===== src/rtl/e203_itcm_ram_ctrl_pkg.sv =====
// ============================================================================
// e203_itcm_ram_ctrl_pkg : shared types for the ITCM RAM controller
// Rev 1.0
// ============================================================================
`default_nettype none

package e203_itcm_ram_ctrl_pkg;

  typedef enum logic [1:0] {
    ST_ACTIVE = 2'd0,
    ST_SLEEP  = 2'd1,
    ST_WAKE   = 2'd2
  } lp_state_t;

endpackage

`default_nettype wire


===== src/rtl/e203_itcm_rsp_buf.sv =====
// ============================================================================
// e203_itcm_rsp_buf : per-port response path (RAM bypass + holding register)
// Rev 1.0
// ============================================================================
`default_nettype none

module e203_itcm_rsp_buf #(
  parameter int DW = 64
) (
  input  logic          clk,
  input  logic          rst_n,
  input  logic          issue,
  input  logic          issue_read,
  input  logic [DW-1:0] ram_dout,
  input  logic          rsp_ready,
  output logic          rsp_valid,
  output logic [DW-1:0] rsp_rdata,
  output logic          busy
);

  logic          inflight;
  logic          inflight_rd;
  logic          held;
  logic [DW-1:0] hold_data;
  logic [DW-1:0] live_data;

  // inflight and held are mutually exclusive: a port cannot issue while busy
  assign live_data = inflight_rd ? ram_dout : '0;
  assign rsp_valid = inflight | held;
  assign rsp_rdata = held ? hold_data : live_data;
  assign busy      = held | (inflight & ~rsp_ready);

  always_ff @(posedge clk or negedge rst_n) begin
    if (!rst_n) begin
      inflight    <= 1'b0;
      inflight_rd <= 1'b0;
      held        <= 1'b0;
      hold_data   <= '0;
    end else begin
      inflight    <= issue;
      inflight_rd <= issue & issue_read;
      if (inflight & ~rsp_ready) begin
        held      <= 1'b1;
        hold_data <= live_data;
      end else if (held & rsp_ready) begin
        held      <= 1'b0;
      end
    end
  end

endmodule

`default_nettype wire


===== src/rtl/e203_itcm_ram_ctrl.sv =====
// ============================================================================
// e203_itcm_ram_ctrl : IFU/LSU round-robin ITCM RAM controller with light sleep
// Rev 1.0
// ============================================================================
`default_nettype none

module e203_itcm_ram_ctrl
  import e203_itcm_ram_ctrl_pkg::*;
#(
  parameter int AW          = 13,
  parameter int DW          = 64,
  parameter int MW          = 8,
  parameter int LS_IDLE_CYC = 16,
  parameter int LS_CW       = 5
) (
  input  logic          clk,
  input  logic          rst_n,
  input  logic          ls_en,
  input  logic          ifu_cmd_valid,
  output logic          ifu_cmd_ready,
  input  logic [AW-1:0] ifu_cmd_addr,
  output logic          ifu_rsp_valid,
  input  logic          ifu_rsp_ready,
  output logic [DW-1:0] ifu_rsp_rdata,
  input  logic          lsu_cmd_valid,
  output logic          lsu_cmd_ready,
  input  logic          lsu_cmd_read,
  input  logic [AW-1:0] lsu_cmd_addr,
  input  logic [DW-1:0] lsu_cmd_wdata,
  input  logic [MW-1:0] lsu_cmd_wmask,
  output logic          lsu_rsp_valid,
  input  logic          lsu_rsp_ready,
  output logic [DW-1:0] lsu_rsp_rdata,
  output logic          ram_cs,
  output logic          ram_we,
  output logic [AW-1:0] ram_addr,
  output logic [MW-1:0] ram_wem,
  output logic [DW-1:0] ram_din,
  input  logic [DW-1:0] ram_dout,
  output logic          ram_sd,
  output logic          ram_ds,
  output logic          ram_ls,
  output logic          itcm_active
);

  lp_state_t        state;
  logic [LS_CW-1:0] idle_cnt;
  logic             last_ifu;
  logic             ifu_busy, lsu_busy;
  logic             ifu_elig, lsu_elig;
  logic             ifu_grant, lsu_grant, any_grant, lsu_wr;
  logic             idle_thr, sleep_ok;
  logic [AW-1:0]    addr_q;
  logic             we_q;
  logic [MW-1:0]    wem_q;
  logic [DW-1:0]    din_q;

  assign ifu_elig  = ifu_cmd_valid & ~ifu_busy & (state == ST_ACTIVE);
  assign lsu_elig  = lsu_cmd_valid & ~lsu_busy & (state == ST_ACTIVE);
  // last_ifu = 1 means IFU won last time, so LSU takes the next tie
  assign lsu_grant = lsu_elig & (~ifu_elig | last_ifu);
  assign ifu_grant = ifu_elig & ~lsu_grant;
  assign any_grant = ifu_grant | lsu_grant;
  assign lsu_wr    = lsu_grant & ~lsu_cmd_read;

  assign ifu_cmd_ready = ifu_grant;
  assign lsu_cmd_ready = lsu_grant;

  // RAM pins keep their last values while idle to avoid needless toggling
  assign ram_cs   = any_grant;
  assign ram_addr = ifu_grant ? ifu_cmd_addr : (lsu_grant ? lsu_cmd_addr : addr_q);
  assign ram_we   = any_grant ? lsu_wr : we_q;
  assign ram_wem  = any_grant ? (lsu_wr ? lsu_cmd_wmask : '0) : wem_q;
  assign ram_din  = lsu_grant ? lsu_cmd_wdata : din_q;
  assign ram_sd   = 1'b0;
  assign ram_ds   = 1'b0;

  always_ff @(posedge clk or negedge rst_n) begin
    if (!rst_n) begin
      addr_q   <= '0;
      we_q     <= 1'b0;
      wem_q    <= '0;
      din_q    <= '0;
      last_ifu <= 1'b1;
    end else if (any_grant) begin
      addr_q   <= ram_addr;
      we_q     <= ram_we;
      wem_q    <= ram_wem;
      din_q    <= ram_din;
      last_ifu <= ifu_grant;
    end
  end

  e203_itcm_rsp_buf #(.DW(DW)) u_ifu_rsp (
    .clk        (clk),
    .rst_n      (rst_n),
    .issue      (ifu_grant),
    .issue_read (1'b1),
    .ram_dout   (ram_dout),
    .rsp_ready  (ifu_rsp_ready),
    .rsp_valid  (ifu_rsp_valid),
    .rsp_rdata  (ifu_rsp_rdata),
    .busy       (ifu_busy)
  );

  e203_itcm_rsp_buf #(.DW(DW)) u_lsu_rsp (
    .clk        (clk),
    .rst_n      (rst_n),
    .issue      (lsu_grant),
    .issue_read (lsu_cmd_read),
    .ram_dout   (ram_dout),
    .rsp_ready  (lsu_rsp_ready),
    .rsp_valid  (lsu_rsp_valid),
    .rsp_rdata  (lsu_rsp_rdata),
    .busy       (lsu_busy)
  );

  assign idle_thr = (idle_cnt == LS_CW'(LS_IDLE_CYC));
  assign sleep_ok = idle_thr & ls_en & ~ifu_rsp_valid & ~lsu_rsp_valid
                  & ~ifu_cmd_valid & ~lsu_cmd_valid;

  always_ff @(posedge clk or negedge rst_n) begin
    if (!rst_n) begin
      state       <= ST_ACTIVE;
      idle_cnt    <= '0;
      ram_ls      <= 1'b0;
      itcm_active <= 1'b1;
    end else begin
      case (state)
        ST_ACTIVE: begin
          if (sleep_ok) begin
            state       <= ST_SLEEP;
            ram_ls      <= 1'b1;
            itcm_active <= 1'b0;
          end else if (any_grant) begin
            idle_cnt <= '0;
          end else if (!idle_thr) begin
            idle_cnt <= idle_cnt + LS_CW'(1);
          end
        end
        ST_SLEEP: begin
          if (ifu_cmd_valid | lsu_cmd_valid | ~ls_en) begin
            state       <= ST_WAKE;
            ram_ls      <= 1'b0;
            itcm_active <= 1'b1;
          end
        end
        ST_WAKE: begin
          state    <= ST_ACTIVE;
          idle_cnt <= '0;
        end
        default: begin
          state       <= ST_ACTIVE;
          idle_cnt    <= '0;
          ram_ls      <= 1'b0;
          itcm_active <= 1'b1;
        end
      endcase
    end
  end

endmodule

`default_nettype wire


===== config.mk =====
export PLATFORM = sky130hd
export DESIGN_NAME = e203_itcm_ram_ctrl
export DESIGN_NICKNAME = d
export VERILOG_FILES = /design/src/rtl/e203_itcm_ram_ctrl_pkg.sv /design/src/rtl/e203_itcm_rsp_buf.sv /design/src/rtl/e203_itcm_ram_ctrl.sv
export SDC_FILE = /design/constraint.sdc
export NUM_CORES = 1
export LEC_CHECK = 0
export ABC_AREA = 1
export BUFFER_PORTS_ARGS = -buffer_cell sky130_fd_sc_hd__buf_2
export CORE_MARGIN = 5
export CORE_UTILIZATION = 50
export DETAILED_ROUTE_END_ITERATION = 10
export HOLD_SLACK_MARGIN = 0.03
export PLACE_DENSITY_LB_ADDON = 0.05
export SYNTH_ARGS = -nofsm -noshare
export SYNTH_HDL_FRONTEND = slang
export SYNTH_SLANG_ARGS = --single-unit
export TNS_END_PERCENT = 5

===== constraint.sdc =====
create_clock -name clk -period 1.8 [get_ports clk]
set_input_delay 0.27 -clock clk [delete_from_list [all_inputs] [get_ports clk]]
set_output_delay 0.27 -clock clk [all_outputs]
set_load 0.005 [all_outputs]

### Word level (Yosys, flattened, before mapping)

Index checks and enable logic that the tools add are counted.

| word-level totals | value |
|---|---|
| register bits | 229 |
| input bits | 170 |
| output and inout port bits | 223 |
| word-level logic and storage cells | 96 |

| cells by class | value |
|---|---|
| add/sub/neg operators | 1 |
| eq/ne operators | 7 |
| mux-type cells | 27 |
| bitwise operators | 39 |
| reduce and logical (&&, ||, !) cells | 6 |

Operators by type and width:

| kind | count |
|---|---|
| $mux 64 | 5 |
| $mux 13 | 2 |
| $and 1x1->1 | 17 |
| $mux 8 | 2 |
| $mux 5 | 3 |
| $not 1->1 | 14 |
| $pmux 5 s2 | 1 |
| $mux 1 | 9 |
| $or 1x1->1 | 8 |
| $ne 2x2->1 const B | 3 |
| $pmux 1 s3 | 2 |
| $reduce_and 3->1 | 2 |
| $add 5x1->5 const B | 1 |
| $eq 5x5->1 const B | 1 |
| $mux 2 | 2 |
| $pmux 2 s2 | 1 |
| $reduce_bool 2->1 | 2 |
| $ne 3x3->1 const B | 1 |
| $eq 2x1->1 const B | 1 |
| $eq 2x2->1 const B | 1 |
| $logic_not 2->1 | 1 |
| $reduce_and 2->1 | 1 |

### Longest topological paths before layout

| depth | value |
|---|---|
| depth in word-level cells | 15 |
| gate-level depth with buffers | 10 |
| mapped depth without buffers | 9 |

### Modules after synthesis

Synthesis repeated with hierarchy kept, for this count alone.

| unflattened totals | value |
|---|---|
| cells, all modules | 1668 |
| area total of the unflattened synthesis | 11649.9 µm² |

By module, submodules not included:

| module | times used | cells an instance | area each (µm²) |
|---|---|---|---|
| e203_itcm_rsp_buf | 2 | 559 | 3678.5 |
| e203_itcm_ram_ctrl | 1 | 550 | 4292.9 |

### Worst setup path before layout

No wires, ideal clock.

| timing path | value |
|---|---|
| kind | register to output |
| start point | register state[1] |
| end point | output ram_din[24] |
| arrival | 1.345 ns |
| setup slack | 0.185 ns |
| stages on the path, launching flop included | 10 |
| path through | dfrtp_1 > nor2_4 > nand3_4 > inv_2 > nand2_2 > inv_4 > buf_6 > buf_4 > nand2_1 > nand2_1 |

| between the ends | value |
|---|---|
| longest elaborated chain between the ends | 6 |

RTL lines:

| what | line | RTL |
|---|---|---|
| start, declared | e203_itcm_ram_ctrl.sv:46 | `lp_state_t state;` |
| start signal, assigned | e203_itcm_ram_ctrl.sv:124 | `state <= ST_ACTIVE;` |
| start signal, assigned | e203_itcm_ram_ctrl.sv:132 | `state <= ST_SLEEP;` |
| start signal, assigned | e203_itcm_ram_ctrl.sv:143 | `state <= ST_WAKE;` |
| $logic_not 2->1 (*) | e203_itcm_ram_ctrl.sv:58, e203_itcm_ram_ctrl.sv:59 |  |
| $and 1x1->1 | e203_itcm_ram_ctrl.sv:58 | `assign ifu_elig = ifu_cmd_valid & ~ifu_busy & (state == ST_ACTIVE);` |
| $not 1->1 | e203_itcm_ram_ctrl.sv:61 | `assign lsu_grant = lsu_elig & (~ifu_elig \| last_ifu);` |
| $or 1x1->1 | e203_itcm_ram_ctrl.sv:61 |  |
| $and 1x1->1 (*) | e203_itcm_ram_ctrl.sv:61 |  |
| $mux 64 (*) | e203_itcm_ram_ctrl.sv:74 | `assign ram_din = lsu_grant ? lsu_cmd_wdata : din_q;` |
| end, declared | e203_itcm_ram_ctrl.sv:38 | `output logic [DW-1:0] ram_din,` |

Every way passes the cells marked *; elsewhere a longest branch is shown, timed or not.

### Worst setup path in the final report

| timing path | value |
|---|---|
| start point | register u_ifu_rsp.held |
| end point | output ram_din[4] |

| between the ends | value |
|---|---|
| longest elaborated chain between the ends | 8 |

RTL lines:

| what | line | RTL |
|---|---|---|
| start, declared | e203_itcm_rsp_buf.sv:23 | `logic held;` |
| start signal, assigned | e203_itcm_rsp_buf.sv:37 | `held <= 1'b0;` |
| start signal, assigned | e203_itcm_rsp_buf.sv:43 | `held <= 1'b1;` |
| start signal, assigned | e203_itcm_rsp_buf.sv:46 | `held <= 1'b0;` |
| $or 1x1->1 | e203_itcm_rsp_buf.sv:31 | `assign busy = held \| (inflight & ~rsp_ready);` |
| $not 1->1 | e203_itcm_ram_ctrl.sv:58 |  |
| $and 1x1->1 (2 in a row) | e203_itcm_ram_ctrl.sv:58 |  |
| $not 1->1 | e203_itcm_ram_ctrl.sv:61 |  |
| $or 1x1->1 | e203_itcm_ram_ctrl.sv:61 |  |
| $and 1x1->1 | e203_itcm_ram_ctrl.sv:61 |  |
| $mux 64 | e203_itcm_ram_ctrl.sv:74 |  |

No other way between the ends.

==> impl_metrics.csv <==
group,metric,value,unit
synth,synthTopCellsByArea,"dfrtp_1 (52%), nand2_1 (22%), o21ai_0 (9.2%)",
route,vias,11287,
timing,fin_ws,-0.583,ns
power,p_int,12600,uW
final_layout,fin_area,15500,um2
synth,synth.avg_cell_area,7.72,um2
final_layout,area_delta_synth_final,42.7,%
place,gp_congestion,0.877,
cts,htree_num_levels,1,
synth,synth_commonest_cells,"nand2_1 (649), dfrtp_1 (227), o21ai_0 (200)",
status,outcome,"finished, violations left",
synth,async_flop_share,100,%
route,drt_wl_total,36600,um
power,pwr-share-seq,38.9,%
synth,ys.flop_type,"dfrtp_1",
timing,slew_violations,0,
power,p_switching,6670,uW
timing,setup_viol,219,
route,ant_nets,0,
route,first_pass_iters,7,
power,p_per_area,1240,nW/um2
place,dp_hpwl,24600,um
global_route,grt_max_degree,130,
synth,synth_seq_cells,229,
die,coreArea,21600,um2
critical_path,cp_data_arrival_time,2.11,ns
critical_path,critPathKind,"reg -> out",
die,die_w,157,um
route,drcViolationCount,0,
critical_path,critPathMaxFanout,19,
timing,final_hold_viol_count,0,
timing,hold_ws,0.0527,ns
timing,fin_crit_sh,132,%
power,leakagePower,0.00855,uW
die,io_pins,393,
timing,clock.fmax,420,MHz
run,maxCapViolations,0,
cts,clock_latency,0.51,ns
global_route,grt_antenna_before_repair,5,
critical_path,worstSetupStartpointType,"register",
synth,synth_top_area_cell,"dfrtp_1",
min_path,hp-class,"in -> reg",
cts,cts_sinks,229,
place,placed_cell_area,13700,um2
power,clock_power_share,25.3,%
synth,syn-cell-area,10900,um2
timing,rsz0062_at_grt,"yes",
power,combPwrFrac,35.8,%
critical_path,end_kind,"output pin",
global_route,grt_usage,28.2,%
synth,synth_top_area_share,52.3,%
synth,netlist_instances,1407,
power,p_sw_share,34.7,%
global_route,grt.overflow.total,0,
status,violations,"negative setup slack",
final_layout,fillers,1737,
synth,yosysWarnings,0,
place,io_buffers,390,
timing,min_period,2.38,ns
die,rows,54,
final_layout,drive_above_1_share,31.0,%
cts,cts_buffer_depth,3,
cts,cts_root_buf,"clkbuf_16",
synth,ys_types,29,
route,wl_per_cell,16.7,um
die,die_h,157,um
die,fp.dieArea,24800,um2
die,start_util,50.2,%
power,ir_drop,817,uV
global_route,grt_pass1_wl,56700,um
route,via_per_inst,5.14,
critical_path,critical_path_required,1.53,ns
cts,path_clk_slew,0.06,ns
final_layout,nets,2065,
synth,synth.most_common_cell,"nand2_1",
cts,cts_tree,"yes",
synth,ys_seq_area_share,52.8,%
route,drt_iter0_markers,862,
synth,synth_edf_count,0,
cts,cts_made_buffers,25,
timing,worst_clock_skew,0.0101,ns
global_route,grt_pass1_vias,11041,
## critical path, stage by stage, from the launching register on
cell and delay (ns):
dfrtp_4 0.50, nor2_4 0.13, nand4_1 0.14, nand2_2 0.18, buf_8 0.18, buf_12 0.16, nand2_1 0.08, nand2_1 0.11
buf_2 0.12
## path summary, 6_finish.rpt
| path | from | to | slack (ns) | cells past startpoint |
|---|---|---|---|---|
| min | ram_dout[3] | u_ifu_rsp.hold_data[3] | 0.05 | 3 |
| min reg2reg | itcm_active | itcm_active | 0.47 | 2 |
| min in group asynchronous | rst_n | u_ifu_rsp.hold_data[23] | 0.27 | 2 |
| max reg2reg | u_lsu_rsp.held | idle_cnt[0] | 0.07 | 10 |
| max in group asynchronous | rst_n | u_lsu_rsp.hold_data[21] | 0.83 | 3 |
| max | u_ifu_rsp.held | ram_din[4] | -0.58 | 8 |
## metal layers
layer,GRT usage (%),vias up,wire length [um]
li1,-,5476,-
met1,35.7,5253,14300
met2,48.4,463,18200
met3,6.16,91,2890
met4,9.46,4,1240
met5,0,-,23
## power by group through the flow
stage / clock network [uW] / logic, uW / registers, uW
2_1_floorplan: 0 / 3400 / 7350
3_3_place_gp: 0 / 6290 / 7460
3_5_place_dp: 0 / 6370 / 7520
4_1_cts: 4980 / 6650 / 7460
5_1_grt: 5200 / 7700 / 7640
6_report: 4880 / 6890 / 7480
## flip-flops by register name, indices dropped and copies added (netlist names)
register	cells
u_lsu_rsp.inflight	1
addr_q	13
state	2
u_lsu_rsp.inflight_rd	1
we_q	1
itcm_active	1
din_q	64
ram_ls	1
u_ifu_rsp.inflight	1
last_ifu	1
u_lsu_rsp.held	1
wem_q	8
idle_cnt	5
u_lsu_rsp.hold_data	64
u_ifu_rsp.held	1
u_ifu_rsp.hold_data	64
## per-stage QoR
| step | cells | setup slack [ns] | TNS, ns | utilization, % | power, uW |
|---|---|---|---|---|---|
| after global routing | 2194 | -0.678 | -95.17 | 71.7 | 20500 |
| after detailed placement | 2083 | -0.0701 | -0.381 | 63.6 | 13900 |
| after floorplan | 1408 | 0.185 | 0 | - | 10800 |
| final | 2194 | -0.583 | -77.14 | 71.7 | 19200 |
| after CTS | 2186 | -0.566 | -77.25 | 70.5 | 19100 |
| after global placement | 2083 | -0.0203 | -0.0864 | 63.6 | 13700 |
## cell families after synthesis
logic type / after synthesis / synth area share, %
simple gates: 741 / 26.9
xor+xnor: 3 / 0.242
buf+inv: 171 / 6.45
other cells: 1 / 0.0345
compound gates: 260 / 13.4
fa+ha+maj: 2 / 0.230
flops: 229 / 52.8
## final cells by class
cell class              count  area [um2]  share of cell area (%)
clock buffers              41         756                    4.88
flip-flops and latches    229        5740                    37.1
clock inverters             4        20.0                   0.129
multi-input cells        1008        4680                    30.2
inverters                  79         304                    1.96
well taps                 280         350                    2.26
diodes                      3        7.51                  0.0484
repair buffers            550        3630                    23.4
## placed cells by master, fill, tap and decap left out, types with 6 or more instances in the layout
cell,instances
buf_12,17
buf_2,387
buf_4,75
buf_6,8
clkbuf_1,9
clkbuf_16,28
clkbuf_8,7
dfrtp_1,224
dlygate4sd3_1,57
inv_1,73
nand2_1,643
nand2_2,6
nand3_1,64
nand3_2,6
nor2_1,8
o21ai_0,154
o21ai_1,40
o21ai_2,6
o31ai_1,35
o31ai_2,22
## timing repair
item / CTS / global route
resized for setup: 64 / 51
pin swaps: 1 / 4
setup endpoints to repair: 222 / 226
gates cloned: 0 / 4
hold endpoints to repair: 102 / 0
hold buffers: 57 / 0
setup buffers: 1 / 2
No activity file was read; power rests on OpenSTA's default activity.
